--- config.mk ---
export PLATFORM = sky130hd
export DESIGN_NAME = instr_fetch
export DESIGN_NICKNAME = d
export VERILOG_FILES = /design/src/rtl/instr_fetch.sv
export SDC_FILE = /design/constraint.sdc
export NUM_CORES = 1
export LEC_CHECK = 0
export CAP_MARGIN = 25
export CORE_ASPECT_RATIO = 0.8
export CORE_MARGIN = 2
export CORE_UTILIZATION = 40
export DETAILED_ROUTE_END_ITERATION = 12
export GPL_TIMING_DRIVEN = 0
export PLACE_DENSITY_LB_ADDON = 0.05
export SLEW_MARGIN = 20
export SYNTH_ARGS = -nofsm -noshare
export SYNTH_HDL_FRONTEND = slang
export SYNTH_SLANG_ARGS = --single-unit
--- constraint.sdc ---
create_clock -name clk -period 3.7 [get_ports clk]
set_clock_uncertainty 0.2 [all_clocks]
set_input_delay 0.74 -clock clk [delete_from_list [all_inputs] [get_ports clk]]
set_output_delay 0.74 -clock clk [all_outputs]
set_load 0.005 [all_outputs]
--- src/rtl/instr_fetch.sv ---
// rtl/instr_fetch.sv - instruction fetch stage: PC-driven synchronous memory read into a valid/ready instruction register
module instr_fetch #(
  parameter int ADDR_W = 5,
  parameter int DATA_W = 16,
  parameter int DEPTH  = 32
) (
  input  logic              clk,
  input  logic              rst,
  input  logic [ADDR_W-1:0] pc,
  output logic              pc_adv,
  input  logic              fetch_en,
  input  logic              flush,
  input  logic              prog_we,
  input  logic [ADDR_W-1:0] prog_addr,
  input  logic [DATA_W-1:0] prog_data,
  output logic [DATA_W-1:0] instr,
  output logic [ADDR_W-1:0] instr_pc,
  output logic              instr_valid,
  input  logic              instr_ready
);

  typedef enum logic [1:0] {IDLE, REQ, RESP, HOLD} state_t;

  state_t            state;
  state_t            state_nxt;
  logic [DATA_W-1:0] mem [DEPTH];
  logic [DATA_W-1:0] rd_data;
  logic [ADDR_W-1:0] pend_pc;
  logic              handshake;

  assign handshake = instr_valid && instr_ready;

  always_ff @(posedge clk) begin
    if (rst) begin
      state <= IDLE;
    end else begin
      state <= state_nxt;
    end
  end

  always_comb begin
    state_nxt = state;
    pc_adv    = 1'b0;
    case (state)
      IDLE: if (fetch_en) state_nxt = REQ;
      REQ: begin
        pc_adv    = 1'b1;
        state_nxt = RESP;
      end
      RESP: state_nxt = HOLD;
      HOLD: if (handshake) state_nxt = fetch_en ? REQ : IDLE;
      default: state_nxt = IDLE;
    endcase
    if (flush) begin
      state_nxt = IDLE;
      pc_adv    = 1'b0;
    end
  end

  // Memory is not reset; the registered read gives read-before-write on a same-address program load.
  always_ff @(posedge clk) begin
    if (prog_we) begin
      mem[prog_addr] <= prog_data;
    end
    if (state == REQ) begin
      rd_data <= mem[pc];
    end
  end

  always_ff @(posedge clk) begin
    if (rst) begin
      pend_pc <= '0;
    end else if (state == REQ) begin
      pend_pc <= pc;
    end
  end

  // Flush only drops valid; the last word and its PC remain visible but are no longer qualified.
  always_ff @(posedge clk) begin
    if (rst) begin
      instr       <= '0;
      instr_pc    <= '0;
      instr_valid <= 1'b0;
    end else if (flush) begin
      instr_valid <= 1'b0;
    end else begin
      case (state)
        RESP: begin
          instr       <= rd_data;
          instr_pc    <= pend_pc;
          instr_valid <= 1'b1;
        end
        HOLD: if (handshake) instr_valid <= 1'b0;
        default: ;
      endcase
    end
  end

endmodule

After elaboration in Yosys (flattened, before gate mapping). Memories as Yosys holds them, arrays and structs flattened. A register that Yosys moved wholly into a read port is not among the register bits. Index checks and enable logic that the tools add are counted.

Memory bits (writable): 512. Bits in latches: 0. Bits in registers: 29. Bits of input ports: 32. Memories: 1. ROM bits: 0.

Memories: mem (depth 32, width 16, read ports 1, clocked after Yosys merged registers in 1, wr ports 1, line 26) `logic [DATA_W-1:0] mem [DEPTH];`.

Add/sub/neg operators: 0. Bitwise logic cells: 1. Div/mod/pow operators: 0. Eq/ne operators: 5. Order comparisons: 0. Multiplexer cells: 10. Shift-type cells: 0. Reduce and logical (&&, ||, !) cells: 7. $mul: 0.

Operators by type and width (number): $pmux W2 S4 (1); $mux W1 (6); $reduce_and A2 Y1 (3); $eq A2 B2 Y1 const B (2); $mux W2 (2); $ne A2 B2 Y1 const B (2); $eq A2 B1 Y1 const B (1); $logic_not A2 Y1 (1); $pmux W1 S2 (1); $reduce_bool A2 Y1 (1); $reduce_or A2 Y1 (1); $logic_and A1 B1 Y1 (1); $not A1 Y1 (1).

Logic depth before layout (Yosys ltp).
Depth in word-level cells: 3. Mapped depth: 8.

Worst setup path after synthesis. OpenSTA, ideal clock, no wires.

Kind: input to register. From: in prog_addr[1]. To: mem mem[12][0] (enable). Stages on the path: 3. Setup slack: 1.020 ns. Library setup time: 0.388 ns. Arrival time: 2.092 ns. Path through: or3b_2 > clkbuf_1 > nor2_1.

RTL lines: start, declared (line 14) `input logic [ADDR_W-1:0] prog_addr,`; end, declared (line 26).

Straight into the memory's write port.

==> impl_metrics.env <==
export IMPL_maxCapViolCount=0
export IMPL_grt_use_met1_pct=31.7
export IMPL_grt_busiest_layer="met1"
export IMPL_dp_cells=2061
export IMPL_hpwl_um=38500
export IMPL_synth_top_cell_by_area="edfxtp_1"
export IMPL_firstDrtPassIters=5
export IMPL_seq_area_frac_synth_pct=75.5
export IMPL_tightest_slew_ns=0.866
export IMPL_synthFlopType="edfxtp_1"
export IMPL_final_layout_size_suffix_gt1_share_pct=14.6
export IMPL_required_ns=3.83
export IMPL_port_buffers=52
export IMPL_grt_max_degree=33
export IMPL_synth_top_area_share_pct=72.8
export IMPL_cp_max_fo=10
export IMPL_cts_tree="built"
export IMPL_overflow=0
export IMPL_timing_worst_setup_path_type="in -> reg"
export IMPL_place_gp_congestion=0.813
export IMPL_syn_nets=1311
export IMPL_drtAntennaViolNets=0
export IMPL_critPathSlowestCell="clkdlybuf4s50_1"
export IMPL_fmax_ghz=0.302
export IMPL_grt_pass1_vias=11300
export IMPL_core_um2=53800
export IMPL_hold_path_class="reg -> reg"
export IMPL_ff_latch_area_um2=16400
export IMPL_synthToLayoutAreaGrowth_pct=16.4
export IMPL_cpPeakStageDelay_ns=0.56
export IMPL_cts_root_buf="clkbuf_16"
export IMPL_dr_total_vias=11500
export IMPL_crit_path_cell_trace="clkdlybuf4s50_1 > nor2_2 > buf_2 > a22o_1 > nor3_1 > a31oi_1 > nand3_1"
export IMPL_power_per_cell_area_nw_per_um2=518
export IMPL_critPathArrivalTime_ns=3.44
export IMPL_setup_violations=0
export IMPL_yosysWarningCount=0
export IMPL_period_needed_ns=3.31
export IMPL_io_pins=55
export IMPL_clk_pin_slew_ns=0.06
export IMPL_numCtsBuffers=56
export IMPL_drc=0
export IMPL_min_period_over_period_pct=89.3
export IMPL_initial_utilization_pct=40.5
export IMPL_design_die_area_um2=56300
export IMPL_grt_use_met3_pct=3.48
export IMPL_grt_use_total_pct=20.1
export IMPL_status="finished clean"
export IMPL_synth_edff_count=528
export IMPL_die_w_um=265
export IMPL_cts_setup_buffers=0
export IMPL_synth_seq_cells=557
export IMPL_slew_headroom_pct=42.3
export IMPL_stdcell_area_um2=25400
export IMPL_cp_start_kind="primary input"
export IMPL_fill_cells=4644
export IMPL_yosys_top_cells_area="edfxtp_1 (73%), mux2i_1 (12%), dfxtp_1 (2.7%)"
export IMPL_wl_per_cell_um=25.9
export IMPL_async_flop_share_pct=0
export IMPL_cts_sinks=557
export IMPL_fin_cells=2164
export IMPL_slew_violations=0
export IMPL_crit_path_end_kind="register"
export IMPL_antenna_found_initial=1
export IMPL_ctsHoldBuffers=0
export IMPL_multiInputGateArea_um2=4860
export IMPL_rows=76
export IMPL_insertion_delay_ns=0.62
export IMPL_cts_buffer_depth=3
export IMPL_synth_cells=1275
export IMPL_rsz0062_at_grt="no"
export IMPL_placed_cell_area_um2=23600
export IMPL_preCtsSetupSlack_ns=-0.215
export IMPL_final_nets=1452
export IMPL_ys_top_cells_by_count="edfxtp_1 (528), mux2i_1 (262), nand2_1 (78)"
export IMPL_ys_types=32
export IMPL_hold_viol=0
export IMPL_grt_pass1_wl_um=80100
export IMPL_die_h_um=213
export IMPL_synth_most_common_cell="edfxtp_1"
export IMPL_routed_wl_um=56100
export IMPL_p_leak_uw=0.00874
export IMPL_setup_tns_ns=0
export IMPL_grtUsageMet2_pct=28.6
export IMPL_synth_area_um2=21800
export IMPL_routed_via_density=5.31
export IMPL_h_tree_depth=2
export IMPL_ir_drop_uv=379
export IMPL_timing_final_ws_setup_ns=0.394
export IMPL_synth_avg_cell_area_um2=17.1
export IMPL_drt_iter0_markers=1063
==> metal layers <==
layer / up-vias / part of all wire [%] / wire [um]
li1: 5298 / - / -
met1: 5824 / 51 / 28500
met2: 304 / 42 / 23500
met3: 57 / 5.6 / 3130
met4: 0 / 1.9 / 1070
met5: - / 0 / 0
==> critical path: cells and delay by family <==
family | cells | cell delay, ns
simple gates | 3 | 0.79
compound gates | 2 | 0.86
buf+inv | 2 | 1.04
==> sequential cells by signal, summed over array words and instances, names as in the netlist <==
| signal | cells |
|---|---|
| instr | 16 |
| instr_pc | 5 |
| instr_valid | 1 |
| mem | 512 |
| pend_pc | 5 |
| rd_data | 16 |
| state | 2 |
==> kinds of logic after synthesis <==
| family | after synthesis | synth area share (%) |
|---|---|---|
| simple gates | 206 | 4.37 |
| flops | 557 | 75.5 |
| buf+inv | 77 | 2.61 |
| compound gates | 169 | 5.28 |
| fa+ha+maj | 4 | 0.230 |
| mux | 262 | 12.0 |
==> stage by stage <==
stage | utilization, % | hold slack (ns) | total power, uW
6_report | 47.1 | 0.253 | 13100
5_1_grt | 47.1 | 0.283 | 13600
4_1_cts | 47.1 | 0.254 | 13300
3_5_place_dp | 43.9 | 0.246 | 7920
3_3_place_gp | 43.1 | 0.243 | 7900
2_1_floorplan | - | 0.231 | 7530
==> final timing paths <==
check | startpoint | endpoint | slack, ns | depth (start not counted)
worst min-delay path | pend_pc[3] | instr_pc[3] | 0.25 | 2
worst min register to register | pend_pc[3] | instr_pc[3] | 0.25 | 2
worst max-delay path | pc[0] | rd_data[9] | 0.39 | 7
worst max register to register | mem[3][9] | rd_data[9] | 1.67 | 5
==> report_power, final <==
part	switching (uW)	leakage, uW	internal, uW
clock network	2340	0.000843	3010
logic	517	0.00290	254
registers	20.4	0.00499	6990
==> cells in the final DEF, fill, tap and decap left out, drive strengths merged, types with 2 or more instances in the layout <==
cell / synthesis / routed
edfxtp: 528 / 528
mux2i: 262 / 262
buf: 55 / 103
clkbuf: 20 / 84
nand2: 78 / 78
a22oi: 64 / 64
a21oi: 55 / 55
nor2: 39 / 39
clkdlybuf4s50: 0 / 36
nand3: 34 / 34
a22o: 32 / 32
clkinv: 0 / 31
dfxtp: 29 / 29
nor3: 18 / 18
a31oi: 16 / 16
nand4: 16 / 16
nor2b: 6 / 6
nand3b: 5 / 5
ha: 4 / 4
inv: 2 / 4
nand2b: 3 / 3
or3b: 3 / 3
bufinv: 0 / 3
clkinvlp: 0 / 2
==> repair_timing <==
action | CTS | global route
pin swaps | 0 | 0
gates resized for setup | 1 | 0
endpoints found under the setup margin | 1 | 1
==> final cells by class <==
| class | instances | area share [%] |
|---|---|---|
| diodes | 1 | 0.00987 |
| plain buffers | 74 | 2.20 |
| clock buffers | 65 | 5.74 |
| clock inverters | 38 | 1.02 |
| inverters | 2 | 0.0296 |
| multi-input cells | 641 | 19.1 |
| flip-flops and latches | 557 | 64.8 |
| well taps | 702 | 3.46 |
| repair buffers | 84 | 3.58 |
No activity file was read; power rests on OpenSTA's default activity.
